File: config.mk
export PLATFORM = sky130hd
export DESIGN_NAME = countdown_timer
export DESIGN_NICKNAME = d
export VERILOG_FILES = /design/src/rtl/countdown_pkg.sv /design/src/rtl/countdown_timer_btn_sync_edge.sv /design/src/rtl/countdown_timer.sv
export SDC_FILE = /design/constraint.sdc
export NUM_CORES = 1
export LEC_CHECK = 0
export CAP_MARGIN = 5
export CORE_MARGIN = 2
export CORE_UTILIZATION = 55
export CTS_BUF_LIST = sky130_fd_sc_hd__clkbuf_4
export DETAILED_ROUTE_END_ITERATION = 6
export MAX_ROUTING_LAYER = met4
export PLACE_DENSITY_LB_ADDON = 0.3
export SLEW_MARGIN = 20
export SYNTH_ARGS = -nofsm -noshare
export SYNTH_HDL_FRONTEND = slang
export SYNTH_SLANG_ARGS = --single-unit
File: constraint.sdc
create_clock -name clk -period 5 [get_ports clk]
set_input_delay 0.5 -clock clk [delete_from_list [all_inputs] [get_ports clk]]
set_output_delay 0.5 -clock clk [all_outputs]
set_load 0.005 [all_outputs]
File: src/rtl/countdown_pkg.sv
// Shared state, digit types and BCD field helpers for the countdown timer.
package countdown_pkg;

    typedef enum logic [1:0] {IDLE, RUN, PAUSE, ALARM} state_e;
    typedef logic [3:0] bcd_t;

    localparam int SEC_MAX  = 59;
    localparam int MIN_MAX  = 59;
    localparam int HOUR_MAX = 23;

    function automatic logic [7:0] to_bcd8(input int v);
        return {4'(v / 10), 4'(v % 10)};
    endfunction

    function automatic logic [7:0] bcd_inc(input logic [7:0] v,
                                           input int maxv);
        logic [7:0] r;
        if (v == to_bcd8(maxv))
            r = 8'h00;
        else if (v[3:0] == 4'd9)
            r = {v[7:4] + 4'd1, 4'd0};
        else
            r = {v[7:4], v[3:0] + 4'd1};
        return r;
    endfunction

    // Wraps 00 -> maxv; the caller decides whether to borrow upward.
    function automatic logic [7:0] bcd_dec(input logic [7:0] v,
                                           input int maxv);
        logic [7:0] r;
        if (v == 8'h00)
            r = to_bcd8(maxv);
        else if (v[3:0] == 4'd0)
            r = {v[7:4] - 4'd1, 4'd9};
        else
            r = {v[7:4], v[3:0] - 4'd1};
        return r;
    endfunction

endpackage

File: src/rtl/countdown_timer_btn_sync_edge.sv
// Button synchroniser plus rising-edge detector producing a registered
// one-cycle pulse, SYNC_STAGES+1 cycles after the raw edge.
module btn_sync_edge #(
    parameter int SYNC_STAGES = 2
) (
    input  logic clk_i,
    input  logic rst_ni,
    input  logic btn_i,
    output logic pulse_o
);

    logic [SYNC_STAGES-1:0] sync_q;
    logic                   prev_q;
    logic                   pulse_q;

    always_ff @(posedge clk_i or negedge rst_ni) begin
        if (!rst_ni) begin
            sync_q  <= '0;
            prev_q  <= 1'b0;
            pulse_q <= 1'b0;
        end else begin
            sync_q[0] <= btn_i;
            for (int i = 1; i < SYNC_STAGES; i++)
                sync_q[i] <= sync_q[i-1];
            prev_q  <= sync_q[SYNC_STAGES-1];
            pulse_q <= sync_q[SYNC_STAGES-1] & ~prev_q;
        end
    end

    assign pulse_o = pulse_q;

endmodule

File: src/rtl/countdown_timer.sv
// HH:MM:SS countdown timer with BCD digit outputs and alarm hold.
// Define COUNTDOWN_AUTO_RELOAD_EN to reload the last start time after the alarm.
module countdown_timer
    import countdown_pkg::*;
#(
    parameter int CLK_DIV     = 50_000_000,
    parameter int ALARM_SECS  = 10,
    parameter int SYNC_STAGES = 2
) (
    input  logic clk,
    input  logic reset,
    input  logic set_sw,
    input  logic btn_s,
    input  logic btn_m,
    input  logic btn_h,
    input  logic btn_go,
    output bcd_t digit_sec0,
    output bcd_t digit_sec1,
    output bcd_t digit_min0,
    output bcd_t digit_min1,
    output bcd_t digit_hour0,
    output bcd_t digit_hour1,
    output logic running,
    output logic alarm
);

    localparam int PW = $clog2(CLK_DIV);
    localparam int AW = $clog2(ALARM_SECS + 1);

    logic s_p, m_p, h_p, go_p;

    btn_sync_edge #(.SYNC_STAGES(SYNC_STAGES)) u_sync_s (
        .clk_i(clk), .rst_ni(reset), .btn_i(btn_s), .pulse_o(s_p));
    btn_sync_edge #(.SYNC_STAGES(SYNC_STAGES)) u_sync_m (
        .clk_i(clk), .rst_ni(reset), .btn_i(btn_m), .pulse_o(m_p));
    btn_sync_edge #(.SYNC_STAGES(SYNC_STAGES)) u_sync_h (
        .clk_i(clk), .rst_ni(reset), .btn_i(btn_h), .pulse_o(h_p));
    btn_sync_edge #(.SYNC_STAGES(SYNC_STAGES)) u_sync_go (
        .clk_i(clk), .rst_ni(reset), .btn_i(btn_go), .pulse_o(go_p));

    state_e        state_q, state_d;
    logic [7:0]    sec_q, sec_d, min_q, min_d, hour_q, hour_d;
    logic [PW-1:0] presc_q, presc_d;
    logic [AW-1:0] acnt_q, acnt_d;
    logic          running_q, alarm_q;
    logic          counting, tick;
`ifdef COUNTDOWN_AUTO_RELOAD_EN
    logic [23:0]   preset_q, preset_d;
`endif

    assign counting = (state_q == RUN) || (state_q == ALARM);
    assign tick     = counting && (presc_q == PW'(CLK_DIV - 1));

    always_comb begin
        state_d = state_q;
        sec_d   = sec_q;
        min_d   = min_q;
        hour_d  = hour_q;
        acnt_d  = acnt_q;
        presc_d = '0;
`ifdef COUNTDOWN_AUTO_RELOAD_EN
        preset_d = preset_q;
`endif
        // Prescaler idles at zero, so every entry to RUN/ALARM starts fresh.
        if (counting)
            presc_d = tick ? '0 : presc_q + PW'(1);
        unique case (state_q)
            IDLE: begin
                if (set_sw) begin
                    if (s_p) sec_d  = bcd_inc(sec_q, SEC_MAX);
                    if (m_p) min_d  = bcd_inc(min_q, MIN_MAX);
                    if (h_p) hour_d = bcd_inc(hour_q, HOUR_MAX);
                end else if (go_p && {hour_q, min_q, sec_q} != 24'h0) begin
                    state_d = RUN;
`ifdef COUNTDOWN_AUTO_RELOAD_EN
                    preset_d = {hour_q, min_q, sec_q};
`endif
                end
            end
            RUN: begin
                if (tick) begin
                    sec_d = bcd_dec(sec_q, SEC_MAX);
                    if (sec_q == 8'h00) begin
                        min_d = bcd_dec(min_q, MIN_MAX);
                        if (min_q == 8'h00)
                            hour_d = bcd_dec(hour_q, HOUR_MAX);
                    end
                end
                if ({hour_d, min_d, sec_d} == 24'h0) begin
                    state_d = ALARM;
                    acnt_d  = '0;
                end else if (set_sw) begin
                    state_d = IDLE;
                end else if (go_p) begin
                    state_d = PAUSE;
                end
            end
            PAUSE: begin
                if (set_sw)
                    state_d = IDLE;
                else if (go_p)
                    state_d = RUN;
            end
            ALARM: begin
                if (s_p || m_p || h_p || go_p)
                    state_d = IDLE;
                else if (tick) begin
                    if (acnt_q == AW'(ALARM_SECS - 1))
                        state_d = IDLE;
                    else
                        acnt_d = acnt_q + AW'(1);
                end
`ifdef COUNTDOWN_AUTO_RELOAD_EN
                if (state_d == IDLE)
                    {hour_d, min_d, sec_d} = preset_q;
`endif
            end
        endcase
    end

    always_ff @(posedge clk or negedge reset) begin
        if (!reset) begin
            state_q   <= IDLE;
            sec_q     <= 8'h00;
            min_q     <= 8'h00;
            hour_q    <= 8'h00;
            presc_q   <= '0;
            acnt_q    <= '0;
            running_q <= 1'b0;
            alarm_q   <= 1'b0;
`ifdef COUNTDOWN_AUTO_RELOAD_EN
            preset_q  <= 24'h0;
`endif
        end else begin
            state_q   <= state_d;
            sec_q     <= sec_d;
            min_q     <= min_d;
            hour_q    <= hour_d;
            presc_q   <= presc_d;
            acnt_q    <= acnt_d;
            running_q <= (state_d == RUN);
            alarm_q   <= (state_d == ALARM);
`ifdef COUNTDOWN_AUTO_RELOAD_EN
            preset_q  <= preset_d;
`endif
        end
    end

    assign digit_sec0  = sec_q[3:0];
    assign digit_sec1  = sec_q[7:4];
    assign digit_min0  = min_q[3:0];
    assign digit_min1  = min_q[7:4];
    assign digit_hour0 = hour_q[3:0];
    assign digit_hour1 = hour_q[7:4];
    assign running     = running_q;
    assign alarm       = alarm_q;

endmodule

# ---- Word level (Yosys, flattened, before mapping)
# Cells that the tools add are included.
dict set report totals {
  reg_bits 74
  in_bits 7
}
dict set report classes {
  addsub 14
  n_eq_ne 24
  muxes 48
  n_bitwise 8
  reduce_logical 24
}
# operator n
set op_table {}
lappend op_table {{$mux W8} 27}
lappend op_table {{$mux W26} 2}
lappend op_table {{$pmux W8 S2} 3}
lappend op_table {{$add A4 B1 Y4 const B} 7}
lappend op_table {{$add A26 B1 Y26 const B} 1}
lappend op_table {{$eq A26 B26 Y1 const B} 1}
lappend op_table {{$logic_not A24 Y1} 1}
lappend op_table {{$logic_not A8 Y1} 3}
lappend op_table {{$reduce_bool A24 Y1} 1}
lappend op_table {{$sub A4 B1 Y4 const B} 6}
lappend op_table {{$mux W2} 10}
lappend op_table {{$eq A4 B4 Y1 const B} 4}
lappend op_table {{$eq A8 B7 Y1 const B} 2}
lappend op_table {{$mux W4} 4}
lappend op_table {{$logic_not A4 Y1} 3}
lappend op_table {{$reduce_and A4 Y1} 3}
lappend op_table {{$ne A3 B3 Y1 const B} 3}
lappend op_table {{$reduce_and A3 Y1} 3}
lappend op_table {{$eq A8 B6 Y1 const B} 1}
lappend op_table {{$ne A2 B1 Y1 const B} 4}
lappend op_table {{$ne A2 B2 Y1 const B} 4}
lappend op_table {{$pmux W2 S4} 1}
lappend op_table {{$pmux W4 S2} 1}
lappend op_table {{$eq A2 B2 Y1 const B} 3}
lappend op_table {{other kinds (8)} 20}

# ---- Logic depth before layout (Yosys ltp)
dict set report depth {
  ltp_word 11
  depth_mapped 11
  mapped_depth_nobuf 10
}

# ---- Hierarchy
# A second synthesis with hierarchy kept.
dict set report unflattened {
  cells_unflattened 520
  hier_area_um2 4611.9
}
# module instances cells_each area_each_um2 seq_area_each_um2
set by_module_without_submodules {}
lappend by_module_without_submodules {countdown_timer 1 500 4156.5 1451.4}
lappend by_module_without_submodules {btn_sync_edge 4 5 113.9 100.1}

# ---- Worst setup path before layout
# No wires, ideal clock.
dict set report synth_timing {
  path_type {register to register}
  from {register sec_q[0]}
  to {register acnt_q[1]}
  setup_time_ns 0.133
  arrival_time_ns 2.777
  required_ns 4.867
  slack_ns 2.090
  stages_incl_launch_ff 12
  path_buffers 1
  synth_period_minus_slack_ns 2.910
  path_cell_list {dfrtp_1 > inv_1 > ha_1 > nor3b_1 > buf_2 > nand3_1 > nor4_2 > mux2i_1 > o211ai_1 > or4_1 > a32oi_1 > o22ai_1}
}
dict set report synth_between {
  elab_chain_len 8
  elab_cells_between_ends 16
  classes_between {add/sub: 1; eq/ne: 1; mux: 10; reduce/logical: 4}
}
# element line
set synth_rtl {}
lappend synth_rtl {{start, declared} countdown_timer.sv:42} ;# logic [7:0] sec_q, sec_d, min_q, min_d, hour_q, hour_d;
lappend synth_rtl {{start signal, assigned} countdown_timer.sv:124} ;# sec_q <= 8'h00;
lappend synth_rtl {{start signal, assigned} countdown_timer.sv:136} ;# sec_q <= sec_d;
lappend synth_rtl {{$sub A4 B1 Y4 / $logic_not A4 Y1 (equally long branches)} {countdown_pkg.sv:36, countdown_pkg.sv:33}}
lappend synth_rtl {{$mux W8} countdown_pkg.sv:33} ;# else if (v[3:0] == 4'd0)
lappend synth_rtl {{$mux W8} countdown_pkg.sv:31} ;# if (v == 8'h00)
lappend synth_rtl {{$mux W8} countdown_timer.sv:81} ;# if (tick) begin
lappend synth_rtl {{$mux W8} countdown_timer.sv:67} ;# unique case (state_q)
lappend synth_rtl {{$logic_not A24 Y1 (*)} countdown_timer.sv:89} ;# if ({hour_d, min_d, sec_d} == 24'h0) begin
lappend synth_rtl {{$ne A2 B1 Y1 (no line) (*)} --}
lappend synth_rtl {{$reduce_and A5 Y1 (no line) (*)} --}
lappend synth_rtl {{end signal, assigned} countdown_timer.sv:140} ;# acnt_q <= acnt_d;
lappend synth_rtl {{end, declared} countdown_timer.sv:44} ;# logic [AW-1:0] acnt_q, acnt_d;
# Mark *: on every way between the ends. The rest lies on a longest branch, timed or not. The select of a mux whose other input is x is not followed.
# A chain may end at the register's enable or synchronous reset.

# ---- Final worst setup path
dict set report layout_timing {
  from {register sec_q[0]}
  to {register state_q[1]}
}
dict set report layout_between {
  elab_chain_len 8
  elab_cells_between_ends 20
  classes_between {add/sub: 1; mux: 14; reduce/logical: 5}
}
# element line
set layout_rtl {}
lappend layout_rtl {{$sub A4 B1 Y4 / $logic_not A4 Y1 (equally long branches)} {countdown_pkg.sv:36, countdown_pkg.sv:33}}
lappend layout_rtl {{$mux W8} countdown_pkg.sv:33}
lappend layout_rtl {{$mux W8} countdown_pkg.sv:31}
lappend layout_rtl {{$mux W8} countdown_timer.sv:81}
lappend layout_rtl {{$mux W8} countdown_timer.sv:67}
lappend layout_rtl {{$logic_not A24 Y1} countdown_timer.sv:89}
lappend layout_rtl {{$mux W2} countdown_timer.sv:89}
lappend layout_rtl {{$pmux W2 S4 (*)} countdown_timer.sv:67}
lappend layout_rtl {{net state_d[1]} countdown_timer.sv:41} ;# state_e state_q, state_d;
lappend layout_rtl {{end signal, assigned} countdown_timer.sv:135} ;# state_q <= state_d;
lappend layout_rtl {{end, declared} countdown_timer.sv:41}
# The timed path passes the listed nets; every way through them passes the cells marked *. The select of a mux whose other input is x is not followed.

==> reports/metrics.yaml <==
timing:
  hold-worst-slack_ps: 185
  fin_tns_setup_ps: 0
  finalCritPeriodShare: 0.717
  setup_slack_ps: 1410
  min_period_ps: 3590
  slew_violations: 0
  hold_viol_final: 0
  fmaxAchievable_mhz: 279
  finalSetupViolCount: 0
  finClkSkew_ps: 20.8
  max_slew_margin: 0.387
  worst_slew_pin_slew_ps: 919
  rsz0062_at_grt: "false"
floorplanning:
  chipHeight_um: 94.7
  die_area_sq_um: 8960
  die_x_um: 94.7
  design.core.area_sq_um: 8090
  initial_core_util: 0.559
  rows: 33
  io_pins: 33
clocking:
  tritoncts: "built"
  cts_made_buffers: 9
  cts_root_buf: "clkbuf_4"
  cts.path.max_buffers: 2
  hold_buffers: 0
  cts_resized: 0
  clk_pin_slew_ps: 140
  cts_sinks: 74
  clkLatencyLatePin_ps: 420
  post_cts_buffers: 0
  h-tree-depth: 3
worst_setup_path:
  cp_num_buf_inv: 2
  cp_top_family: "simple AND/OR/NAND/NOR gates"
  cp-end-kind: "flip-flop"
  cp_max_fo: 10
  cpMaxStageDelayCell: "dfrtp_1"
  start_kind: "flip-flop"
  path_cells: "inv_1 -> ha_1 -> nor3b_1 -> buf_4 -> nand3_1 -> nor4_2 -> mux2i_1 -> o211ai_1 -> nor4_1 -> nor2_1 -> a21oi_1"
  slowest_delay_ps: 510
  path_class: "flip-flop to flip-flop"
  cp_data_required_time_ps: 5340
  critPathArrivalTime_ps: 3920
global_routing:
  grt_antenna_before_repair: 0
  grt_pass1_wl_mm: 17.9
  grt.overflow.total: 0
  grt_pass1_vias: 3704
  grt.total_usage: 0.261
  grt_max_degree: 75
final_layout:
  diodes: 0
  final_nets: 562
  final_area_sq_um: 5050
  layout-drive-gt1-share: 0.0651
  seq_area_sq_um: 1850
  multiInputGateArea_sq_um: 2470
  final_cells: 643
  n_fill_cell: 727
  syn_to_final_growth_pct: 11.7
place:
  dpl_cell_area_sq_um: 4880
  post-place-cells: 627
  dpl.hpwl_mm: 7.19
  io_buffers: 32
  globalplace.congestion: 0.918
  place_ws_ps: 1590
synthesis:
  ys_seq_elements: 74
  ys_warn_count: 0
  synth_edf_count: 0
  syn_nets: 541
  syn_avg_cell_area_sq_um: 8.83
  ys_types: 61
  syn_area_sq_um: 4520
  synth_ff_type: "dfrtp_1"
  async_flop_share: 1.00
  synth_seq_area_share: 0.410
  synth_cells: 512
detailed_routing:
  vias: 3947
  drt-initial-drc-count: 270
  totalWireLength_mm: 10.6
  ant_nets: 0
  via_per_inst: 6.14
  drc_errors: 0
  dr.pass1.iters: 5
  wl_per_cell_um: 16.6
worst_hold_path:
  hold_class: "input port to asynchronous set/reset pin"
outcome:
  status: "finished, final reports clean"
pwr:
  vdd_ir_drop_max_uv: 216
  powerDensity_nw_per_um2: 427
  cellLeakagePower_uw: 0.00205
job:
  maxCapViolCount: 0
## synth_stat cells (14+ instances only)
cell | count | area [sq um]
inv_1 | 20 | 75.1
o21ai_0 | 33 | 165
ha_1 | 22 | 275
nand2_1 | 37 | 139
nor2_1 | 72 | 270
clkbuf_1 | 19 | 71.3
dfrtp_1 | 74 | 1850
a21oi_1 | 21 | 105
nand4_1 | 14 | 87.6
xor2_1 | 22 | 193
nor3_1 | 16 | 80.1
nand3_1 | 29 | 145
## sequential cells by signal (all words and copies together), names as in the netlist
| signal | flops |
|---|---|
| min_q | 8 |
| u_sync_s.prev_q | 1 |
| u_sync_s.sync_q | 2 |
| u_sync_h.sync_q | 2 |
| u_sync_m.pulse_o | 1 |
| u_sync_m.prev_q | 1 |
| alarm | 1 |
| u_sync_s.pulse_o | 1 |
| u_sync_m.sync_q | 2 |
| u_sync_h.pulse_o | 1 |
| acnt_q | 4 |
| u_sync_go.prev_q | 1 |
| hour_q | 8 |
| sec_q | 8 |
| presc_q | 26 |
| u_sync_h.prev_q | 1 |
| state_q | 2 |
| u_sync_go.sync_q | 2 |
| running | 1 |
| u_sync_go.pulse_o | 1 |
## where the power goes
| group | total [uW] | leakage [uW] | internal, uW | switching, uW |
|---|---|---|---|---|
| sequential | 895 | 0.000960 | 685 | 210 |
| clock | 433 | 0.0000788 | 209 | 224 |
| combinational | 825 | 0.00101 | 351 | 474 |
| total | 2150 | 0.00205 | 1250 | 908 |
## cells in the final DEF (no fill, tap or decap), drive strengths merged, types with 5 or more instances in the layout
master	n
a21oi	21
nor2	72
nand2	37
nand3	29
mux2i	6
nor3	16
nand4	15
xnor2	10
clkdlybuf4s50	31
and3	6
o21ai	33
xor2	22
nor4	11
ha	22
dfrtp	74
clkbuf	10
inv	20
nor3b	5
nor2b	7
buf	5
a31oi	7
## layout make-up
cell class,instances,share of cell area
sequential,74,0.367
tap,105,0.0260
clock buffer,10,0.0149
multi-input combinational,392,0.490
timing repair buffer,36,0.0689
clock inverter,6,0.0181
inverter,20,0.0149
## layer usage
metal  routed length (um)  track usage  part of all wire  vias up
met3                  573       0.0423             0.054       10
li1                     -            -                 -     1887
met4                  125       0.0797             0.012        0
met5                    0            -                 0        -
met2                 5150        0.411              0.48      126
met1                 4790        0.349              0.45     1924
## worst paths after layout
check	start	end	slack, ps	depth (start not counted)
max	sec_q[0]$_DFFE_PN0P_	state_q[1]$_DFF_PN0_	1410	11
min	reset	hour_q[2]$_DFFE_PN0P_	190	1
max reg2reg	sec_q[0]$_DFFE_PN0P_	state_q[1]$_DFF_PN0_	1410	11
min reg2reg	u_sync_s.sync_q[0]$_DFF_PN0_	u_sync_s.sync_q[1]$_DFF_PN0_	360	0
max in group asynchronous	reset	acnt_q[3]$_DFFE_PN0P_	4200	1
min in group clk	u_sync_s.sync_q[0]$_DFF_PN0_	u_sync_s.sync_q[1]$_DFF_PN0_	360	0
## cells by family (layout without fill, tap and decap cells)
kind of cell | count (synthesis) | after routing | synth area share
adders and majority gates | 22 | 22 | 0.0609
DFF | 74 | 74 | 0.410
buffers and inverters | 46 | 72 | 0.0429
muxes | 8 | 8 | 0.0183
and+or+nand+nor | 226 | 226 | 0.258
xor gates and xnor gates | 32 | 32 | 0.0620
AOI/OAI and AO/OA | 104 | 104 | 0.149
## metrics by stage
step,utilization,total power (uW)
detailed placement,0.603,1710
global placement,0.603,1690
global route,0.624,2310
finish,0.624,2150
floorplan,-,1410
CTS,0.624,2150
Power figures use the tool's default switching activity.
